## src/rtl/imem_load_ctrl.sv

```systemverilog
// -----------------------------------------------------------------------------
// imem_load_ctrl
//
// Owns the single port of the instruction memory and shares it between the
// fetch stage and a program-load stream. In RUN the fetch stage reads the
// memory directly with zero latency. On load_start the core is stalled, the
// incoming stream is written into the memory from address 0, the written words
// are read back and their checksum compared against the stream checksum, and
// the core is restarted at PC 0.
//
// Ports:
//   clk, rst      clock (rising edge), asynchronous active-high reset
//   load_start    one-cycle load request, honoured only in RUN
//   in_valid      load stream beat valid
//   in_data       load stream word
//   in_last       final word of the stream (qualified by in_valid)
//   in_ready      controller consumes a stream beat this cycle
//   fetch_addr    word address from the IF-stage PC
//   fetch_data    instruction returned to IF (NOP_WORD while stalled)
//   cpu_stall     holds PC and pipeline registers
//   pc_clear      one-cycle pulse forcing the PC to 0
//   mem_addr      memory word address (controller is the sole driver)
//   mem_wdata     memory write data
//   mem_we        memory write enable, write lands at the clk edge
//   mem_rdata     combinational memory read data for mem_addr
//   load_done     one-cycle pulse when a load finishes
//   load_err      sticky checksum-mismatch / overflow flag
//   word_count    number of words written by the last load
// -----------------------------------------------------------------------------
module imem_load_ctrl #(
    parameter int unsigned       ADDR_W   = 6,
    parameter int unsigned       DATA_W   = 32,
    parameter logic [DATA_W-1:0] NOP_WORD = 32'h00000013
) (
    input  logic              clk,
    input  logic              rst,
    // load stream
    input  logic              load_start,
    input  logic              in_valid,
    input  logic [DATA_W-1:0] in_data,
    input  logic              in_last,
    output logic              in_ready,
    // fetch stage
    input  logic [ADDR_W-1:0] fetch_addr,
    output logic [DATA_W-1:0] fetch_data,
    output logic              cpu_stall,
    output logic              pc_clear,
    // instruction memory port
    output logic [ADDR_W-1:0] mem_addr,
    output logic [DATA_W-1:0] mem_wdata,
    output logic              mem_we,
    input  logic [DATA_W-1:0] mem_rdata,
    // status
    output logic              load_done,
    output logic              load_err,
    output logic [ADDR_W:0]   word_count
);

    localparam logic [ADDR_W-1:0] LastAddr = '1;
    localparam logic [ADDR_W-1:0] PtrOne   = {{(ADDR_W-1){1'b0}}, 1'b1};
    localparam logic [ADDR_W:0]   CntOne   = {{ADDR_W{1'b0}}, 1'b1};

    typedef enum logic [1:0] {
        StRun,
        StLoad,
        StVerify,
        StFinish
    } state_e;

    state_e              r_state;
    logic [ADDR_W-1:0]   r_wr_ptr;
    logic [ADDR_W-1:0]   r_rd_ptr;
    logic [DATA_W-1:0]   r_sum_in;
    logic [DATA_W-1:0]   r_sum_rd;
    logic [ADDR_W:0]     r_word_count;
    logic                r_load_err;
    logic                r_load_done;
    logic                r_pc_clear;

    logic                w_at_end;
    logic                w_verify_last;
    logic [DATA_W-1:0]   w_sum_rd_next;

    // The last writable address forces the end of the stream.
    assign w_at_end      = (r_wr_ptr == LastAddr);
    // VERIFY runs for exactly word_count cycles; word_count is never 0 here.
    assign w_verify_last = ({1'b0, r_rd_ptr} == (r_word_count - CntOne));
    // Include the word read this cycle so the compare can be registered on
    // the edge into FINISH and be visible during FINISH.
    assign w_sum_rd_next = r_sum_rd + mem_rdata;

    // -------------------------------------------------------------------------
    // Control FSM with registered status outputs
    // -------------------------------------------------------------------------
    always_ff @(posedge clk or posedge rst) begin
        if (rst) begin
            r_state      <= StRun;
            r_wr_ptr     <= '0;
            r_rd_ptr     <= '0;
            r_sum_in     <= '0;
            r_sum_rd     <= '0;
            r_word_count <= '0;
            r_load_err   <= 1'b0;
            r_load_done  <= 1'b0;
            r_pc_clear   <= 1'b0;
        end else begin
            r_load_done <= 1'b0;
            r_pc_clear  <= 1'b0;
            unique case (r_state)
                StRun: begin
                    if (load_start) begin
                        r_state      <= StLoad;
                        r_load_err   <= 1'b0;
                        r_wr_ptr     <= '0;
                        r_rd_ptr     <= '0;
                        r_sum_in     <= '0;
                        r_sum_rd     <= '0;
                        r_word_count <= '0;
                    end
                end
                StLoad: begin
                    // in_last is only meaningful together with in_valid.
                    if (in_valid) begin
                        r_sum_in <= r_sum_in + in_data;
                        r_wr_ptr <= r_wr_ptr + PtrOne;
                        if (in_last || w_at_end) begin
                            r_state      <= StVerify;
                            r_word_count <= {1'b0, r_wr_ptr} + CntOne;
                            // Memory full but the stream claims more words.
                            if (w_at_end && !in_last) begin
                                r_load_err <= 1'b1;
                            end
                        end
                    end
                end
                StVerify: begin
                    r_sum_rd <= w_sum_rd_next;
                    r_rd_ptr <= r_rd_ptr + PtrOne;
                    if (w_verify_last) begin
                        r_state     <= StFinish;
                        r_rd_ptr    <= '0;
                        r_load_done <= 1'b1;
                        r_pc_clear  <= 1'b1;
                        if (w_sum_rd_next != r_sum_in) begin
                            r_load_err <= 1'b1;
                        end
                    end
                end
                StFinish: begin
                    r_state <= StRun;
                end
                default: begin
                    r_state <= StRun;
                end
            endcase
        end
    end

    // -------------------------------------------------------------------------
    // Memory port steering and fetch/stall outputs, decoded from the state
    // -------------------------------------------------------------------------
    always_comb begin
        mem_addr   = fetch_addr;
        mem_wdata  = in_data;
        mem_we     = 1'b0;
        fetch_data = NOP_WORD;
        cpu_stall  = 1'b1;
        in_ready   = 1'b0;
        unique case (r_state)
            StRun: begin
                fetch_data = mem_rdata;
                cpu_stall  = 1'b0;
            end
            StLoad: begin
                mem_addr = r_wr_ptr;
                in_ready = 1'b1;
                mem_we   = in_valid;
            end
            StVerify: begin
                mem_addr = r_rd_ptr;
            end
            StFinish: begin
                mem_addr = r_rd_ptr;
            end
            default: begin
                mem_addr = fetch_addr;
            end
        endcase
    end

    assign load_done  = r_load_done;
    assign pc_clear   = r_pc_clear;
    assign load_err   = r_load_err;
    assign word_count = r_word_count;

    // -------------------------------------------------------------------------
    // Invariants of the port arbitration
    // -------------------------------------------------------------------------
    a_we_only_in_load : assert property (
        @(posedge clk) disable iff (rst) mem_we |-> (r_state == StLoad));

    a_ready_only_in_load : assert property (
        @(posedge clk) disable iff (rst) in_ready |-> (r_state == StLoad));

    a_verify_count_nonzero : assert property (
        @(posedge clk) disable iff (rst) (r_state == StVerify) |-> (r_word_count != '0));

endmodule

```

## config.mk

```make
export PLATFORM = sky130hd
export DESIGN_NAME = imem_load_ctrl
export DESIGN_NICKNAME = d
export VERILOG_FILES = /design/src/rtl/imem_load_ctrl.sv
export SDC_FILE = /design/constraint.sdc
export NUM_CORES = 1
export LEC_CHECK = 0
export ABC_CLOCK_PERIOD_IN_PS = 3370
export BUFFER_PORTS_ARGS = -buffer_cell sky130_fd_sc_hd__buf_4
export CAP_MARGIN = 5
export CELL_PAD_IN_SITES_DETAIL_PLACEMENT = 0
export CELL_PAD_IN_SITES_GLOBAL_PLACEMENT = 1
export CORE_MARGIN = 2
export CORE_UTILIZATION = 39
export DETAILED_ROUTE_END_ITERATION = 8
export HOLD_SLACK_MARGIN = 0.05
export PLACE_DENSITY_LB_ADDON = 0.1
export SYNTH_ARGS = -nofsm -noshare
export SYNTH_HDL_FRONTEND = slang
export SYNTH_SLANG_ARGS = --single-unit
```

## constraint.sdc

```tcl
create_clock -name clk -period 3.37 [get_ports clk]
set_clock_uncertainty 0.2 [all_clocks]
set_input_delay 0.337 -clock clk [delete_from_list [all_inputs] [get_ports clk]]
set_output_delay 0.337 -clock clk [all_outputs]
set_load 0.1 [all_outputs]
```

* After elaboration in Yosys (flattened, before gate mapping)
Cells that the tools add are included.
** Storage, ports and cells
- Flip-flop bits (word level) :: 87
- Bits of input ports :: 75
- Output and inout port bits :: 83
- Logic and storage cells :: 71
** Operators by class
- Add/subtract/negate cells :: 6
- Equal/unequal tests :: 12
- Muxes and demuxes :: 32
- Reductions and logical operators :: 13
** Operator list (number)
- one-hot mux 32 bit (2 select lines) :: 2
- two-way mux 32 bit :: 3
- adder 32 bit :: 2
- one-hot mux 6 bit (2 select lines) :: 3
- != test 32 bit :: 1
- two-way mux 7 bit :: 3
- two-way mux 6 bit :: 3
- one-hot mux 7 bit (2 select lines) :: 1
- adder 6 x 1 -> 6 bit, second input constant :: 2
- != test 2 bit, second input constant :: 6
- two-way mux 1 bit :: 11
- two-way mux 2 bit :: 4
- one-hot mux 2 bit (4 select lines) :: 1
- AND reduction 4 bit :: 2
- adder 6 x 1 -> 7 bit, second input constant :: 1
- == test 6 x 7 -> 1 bit :: 1
- AND reduction 7 bit :: 1
- subtractor 7 x 1 -> 7 bit, second input constant :: 1
- == test 6 bit, second input constant :: 1
- == test 2 bit, second input constant :: 2
- nonzero test 2 bit :: 2
- one-hot mux 1 bit (3 select lines) :: 1
- AND reduction 3 bit :: 1
- nonzero test 3 bit :: 1
- other kinds (7) :: 7

* Logic depth before layout (Yosys ltp)
- Depth in word-level cells :: 6
- Gate-level depth with buffers :: 14

* Worst setup path before layout
OpenSTA, ideal clock, no wires.
- Path kind :: flip-flop to output port
- Start :: register r_state[1]
- End :: output port mem_addr[1]
- Arrival time :: 4104 ps
- Required time :: 2833 ps
- Setup slack :: -1271 ps
- Cell stages (with the launch flop) :: 7
- Buffers on the path :: 2
- Path through :: dfrtp_1 -> inv_1 -> ha_1 -> clkbuf_1 -> clkbuf_1 -> a22oi_1 -> o21ai_0
** On the way
- Cells in the longest elaborated chain, start to end :: 3
** Ends and longest elaborated chain
- start: declaration :: line 70 : state_e r_state;
- start signal: assignment :: line 97 : r_state <= StRun;
- start signal: assignment :: line 112 : r_state <= StLoad;
- start signal: assignment :: line 127 : r_state <= StVerify;
- == test 2 bit :: line 169 : unique case (r_state)
- OR reduction 2 bit (no source line)
- one-hot mux 6 bit (2 select lines) * :: line 169
- end: declaration :: line 49 : output logic [ADDR_W-1:0] mem_addr,
Every way passes the cells marked *; elsewhere a longest branch is shown, timed or not.

* Final worst setup path
- Start :: register r_sum_rd[15]
- End :: register r_load_err (netlist: load_err)
** On the way
- Cells in the longest elaborated chain, start to end :: 4
** Ends and longest elaborated chain
- start: declaration :: line 74 : logic [DATA_W-1:0] r_sum_rd;
- start signal: assignment :: line 137 : r_sum_rd <= w_sum_rd_next;
- adder 32 bit :: line 90 : assign w_sum_rd_next = r_sum_rd + mem_rdata;
- != test 32 bit :: line 144 : if (w_sum_rd_next != r_sum_in) begin
- != test 2 bit (no source line)
- AND reduction 7 bit (no source line)
- end signal: assignment :: line 103 : r_load_err <= 1'b0;
- end signal: assignment :: line 113 : r_load_err <= 1'b0;
- end signal: assignment :: line 145 : r_load_err <= 1'b1;
- end: declaration :: line 76 : logic r_load_err;
Every way passes these cells.
A chain may end at the register's enable or synchronous reset.

==> results.toml <==
[finish]
ff_latch_area_mm2 = 0.00218
stdcell_count = 1593
final_common_cell = "buf_4"
drive_gt1_frac = 0.346
final_cell_mix = "358 x buf_4, 112 x nand2_1, 87 x dfrtp_1, 80 x o21ai_0, 60 x ha_1"
multi_input_area_mm2 = 0.00613
nets = 1459
num_antenna_cells = 0
fillers = 2065
syn_to_final_growth_pct = 40.0

[yosys]
synth_edf_count = 0
synth-seq-cells = 87
syn_area_per_cell_um2 = 8.35
async_flop_share = 1.00
ys_warn_count = 0
syn-num-nets = 1163
synth_area_mm2 = 0.00849
ys_types = 77
synth-seq-area-share = 0.257
synth_flop_cell = "dfrtp_1"
netlist_instances = 1017

[route]
first_pass_iters = 5
routed_via_density = 5.40
wirelength_um = 27500
wire_per_inst_um = 17.3
drc_errors = 0
vias = 8604
drtIter0Drc = 426
ant_nets = 0

[timing]
max_freq_ghz = 0.254
finalCritPeriodShare = 1.17
rsz0062_at_grt = "true"
setup_viol = 2
tightestPinTransition_ps = 692
fin_tns_setup_ps = -688
hold_viol = 0
hold-worst-slack_ps = 137
slew_headroom = 0.539
fin_ws_ps = -564
finalCriticalPeriod_ps = 3930
slew_viol_final = 0

[floorplan]
core.rowCount = 53
initial_core_util = 0.400
io_pins = 158
die_h_um = 152
coreArea_mm2 = 0.0212
chipWidth_um = 152
die_area_mm2 = 0.0230

[pwr]
powerDensity_mw_per_mm2 = 1060
p_int_mw = 6.19
seq_power_share = 0.147
swShare = 0.508
combPwrFrac = 0.767
power.share.clock = 0.086
ir_worst_vdd_mv = 0.385
switchingPower_mw = 6.38
p_total_mw = 12.6
leakage_nw = 5.73

[run_status]
status = "complete, but fails checks"
violations = "setup timing"

[critical_path]
start_kind = "flop"
crit_buf_inv = 3
slowest_delay_ps = 380
path_cells = "ha_1 -> buf_6 -> and4_1 -> buf_4 -> nand2_1 -> o21ai_0 -> a211o_1 -> o31a_1 -> buf_4 -> a221o_1 -> a21o_1 -> a211o_1 -> o31ai_4 -> mux2_4"
required_ps = 3410
r2r_start = "r_sum_rd[15]"
rr_worst_depth = 14
worstPathMaxFanout = 8
crit_family = "compound AO/OA/AOI/OAI gates"
cp-end-kind = "flop"
regToRegSetupSlack_ps = -560
reg2reg_to = "load_err"
cp_slowest_cell = "dfrtp_1"
cp_data_arrival_time_ps = 3970
crit_type = "flop to flop"

[global_route]
antenna_found_initial = 1
grt_use_total = 0.242
grt_pass1_vias = 8149
grt_max_degree = 55
grt_pass1_wl_um = 43300
grt.overflow.total = 0

[place]
hpwl_um = 21900
globalplace.congestion = 0.936
place_inst = 1566
port_buffers = 157

[cts]
clkTransAtPathRegs_ps = 70
clock_path_buffers = 2
numCtsBuffers = 9
cts-root-buf = "clkbuf_16"
cts_tree = "yes"
cts_sinks = 87
cts.htree.levels = 3
clock_latency_ps = 360

[min_path]
hold_start = "mem_rdata[31]"
min_to = "r_sum_rd[31]"
hold_depth = 4
worstHoldPathType = "input port to flop"

[run]
max_cap_violations = 0
[flip-flops by register name (all words and copies together), names as in the netlist]
signal	cells
word_count	7
r_rd_ptr	6
r_sum_rd	32
r_wr_ptr	6
r_sum_in	32
load_err	1
pc_clear	1
r_state	2
[logic make-up after synthesis]
family                   after synthesis  share of synthesized area
AND/OR/NAND/NOR                      322                      0.194
flip-flops                            87                      0.257
AO/OA/AOI/OAI                        321                      0.257
multiplexers                          12                     0.0149
XOR/XNOR                              90                      0.106
buffers and inverters                114                     0.0652
adder cells (fa/ha/maj)               71                      0.106
[synthesized netlist by cell type (all sizes together) (29+ instances only)]
master | count | area share
o21ai | 94 | 0.055
and2 | 37 | 0.027
a21oi | 56 | 0.033
buf | 36 | 0.031
clkbuf | 44 | 0.019
dfrtp | 87 | 0.26
nand3 | 33 | 0.019
xnor2 | 49 | 0.051
ha | 69 | 0.10
a21o | 29 | 0.026
nand2 | 112 | 0.050
inv | 34 | 0.015
nor2 | 35 | 0.015
xor2 | 33 | 0.034
[worst min-delay path, stage by stage]
cell and delay (ps):
buf_4 100, xnor2_2 70, nand2_1 60, o21ai_0 70
[layout make-up]
class / instances / share of cell area
multi-input cells: 816 / 0.516
repair buffers: 365 / 0.234
flip-flops and latches: 87 / 0.183
well taps: 275 / 0.0290
clock buffers: 11 / 0.0213
inverters: 34 / 0.0109
clock inverters: 5 / 0.00516
[worst max path at each step]
stage                       from  endpoint  slack (ps)  depth (start not counted)
floorplan           mem_rdata[0]  load_err        -260                         14
global route        r_sum_rd[15]  load_err        -670                         14
finish              r_sum_rd[15]  load_err        -560                         14
detailed placement  mem_rdata[1]  load_err        -750                         15
CTS                  r_sum_rd[0]  load_err        -600                         15
global placement    mem_rdata[1]  load_err        -660                         15
[routing by layer]
layer,vias up,share of wire,GRT usage
li1,4290,-,-
met1,4040,0.50,0.373
met2,254,0.43,0.363
met3,20,0.056,0.0257
met4,0,0.012,0.0528
met5,-,0,0
[per-stage QoR]
step	worst slack [ps]	area [um^2]	utilization
floorplan	-257	8560	-
detailed placement	-754	11200	0.526
global placement	-655	11200	0.526
global route	-671	11900	0.560
CTS	-603	11500	0.544
finish	-564	11900	0.560
[power by group through the flow]
stage                     logic (mW)  registers [mW]  clock network, mW
final                           9.64            1.85               1.09
after global routing            10.5            1.90               1.14
after global placement          9.12            1.83                  0
after CTS                       9.24            1.83               1.11
after detailed placement        9.14            1.84                  0
after floorplan                 5.87            1.85                  0
[timing repair]
action,in CTS,in global routing
buffers inserted,0,10
resized for setup,12,52
endpoints found under the hold margin,33,0
hold buffers,1,0
setup endpoints to repair,5,11
pin swaps,10,30
(Power assumes the default switching activity.)
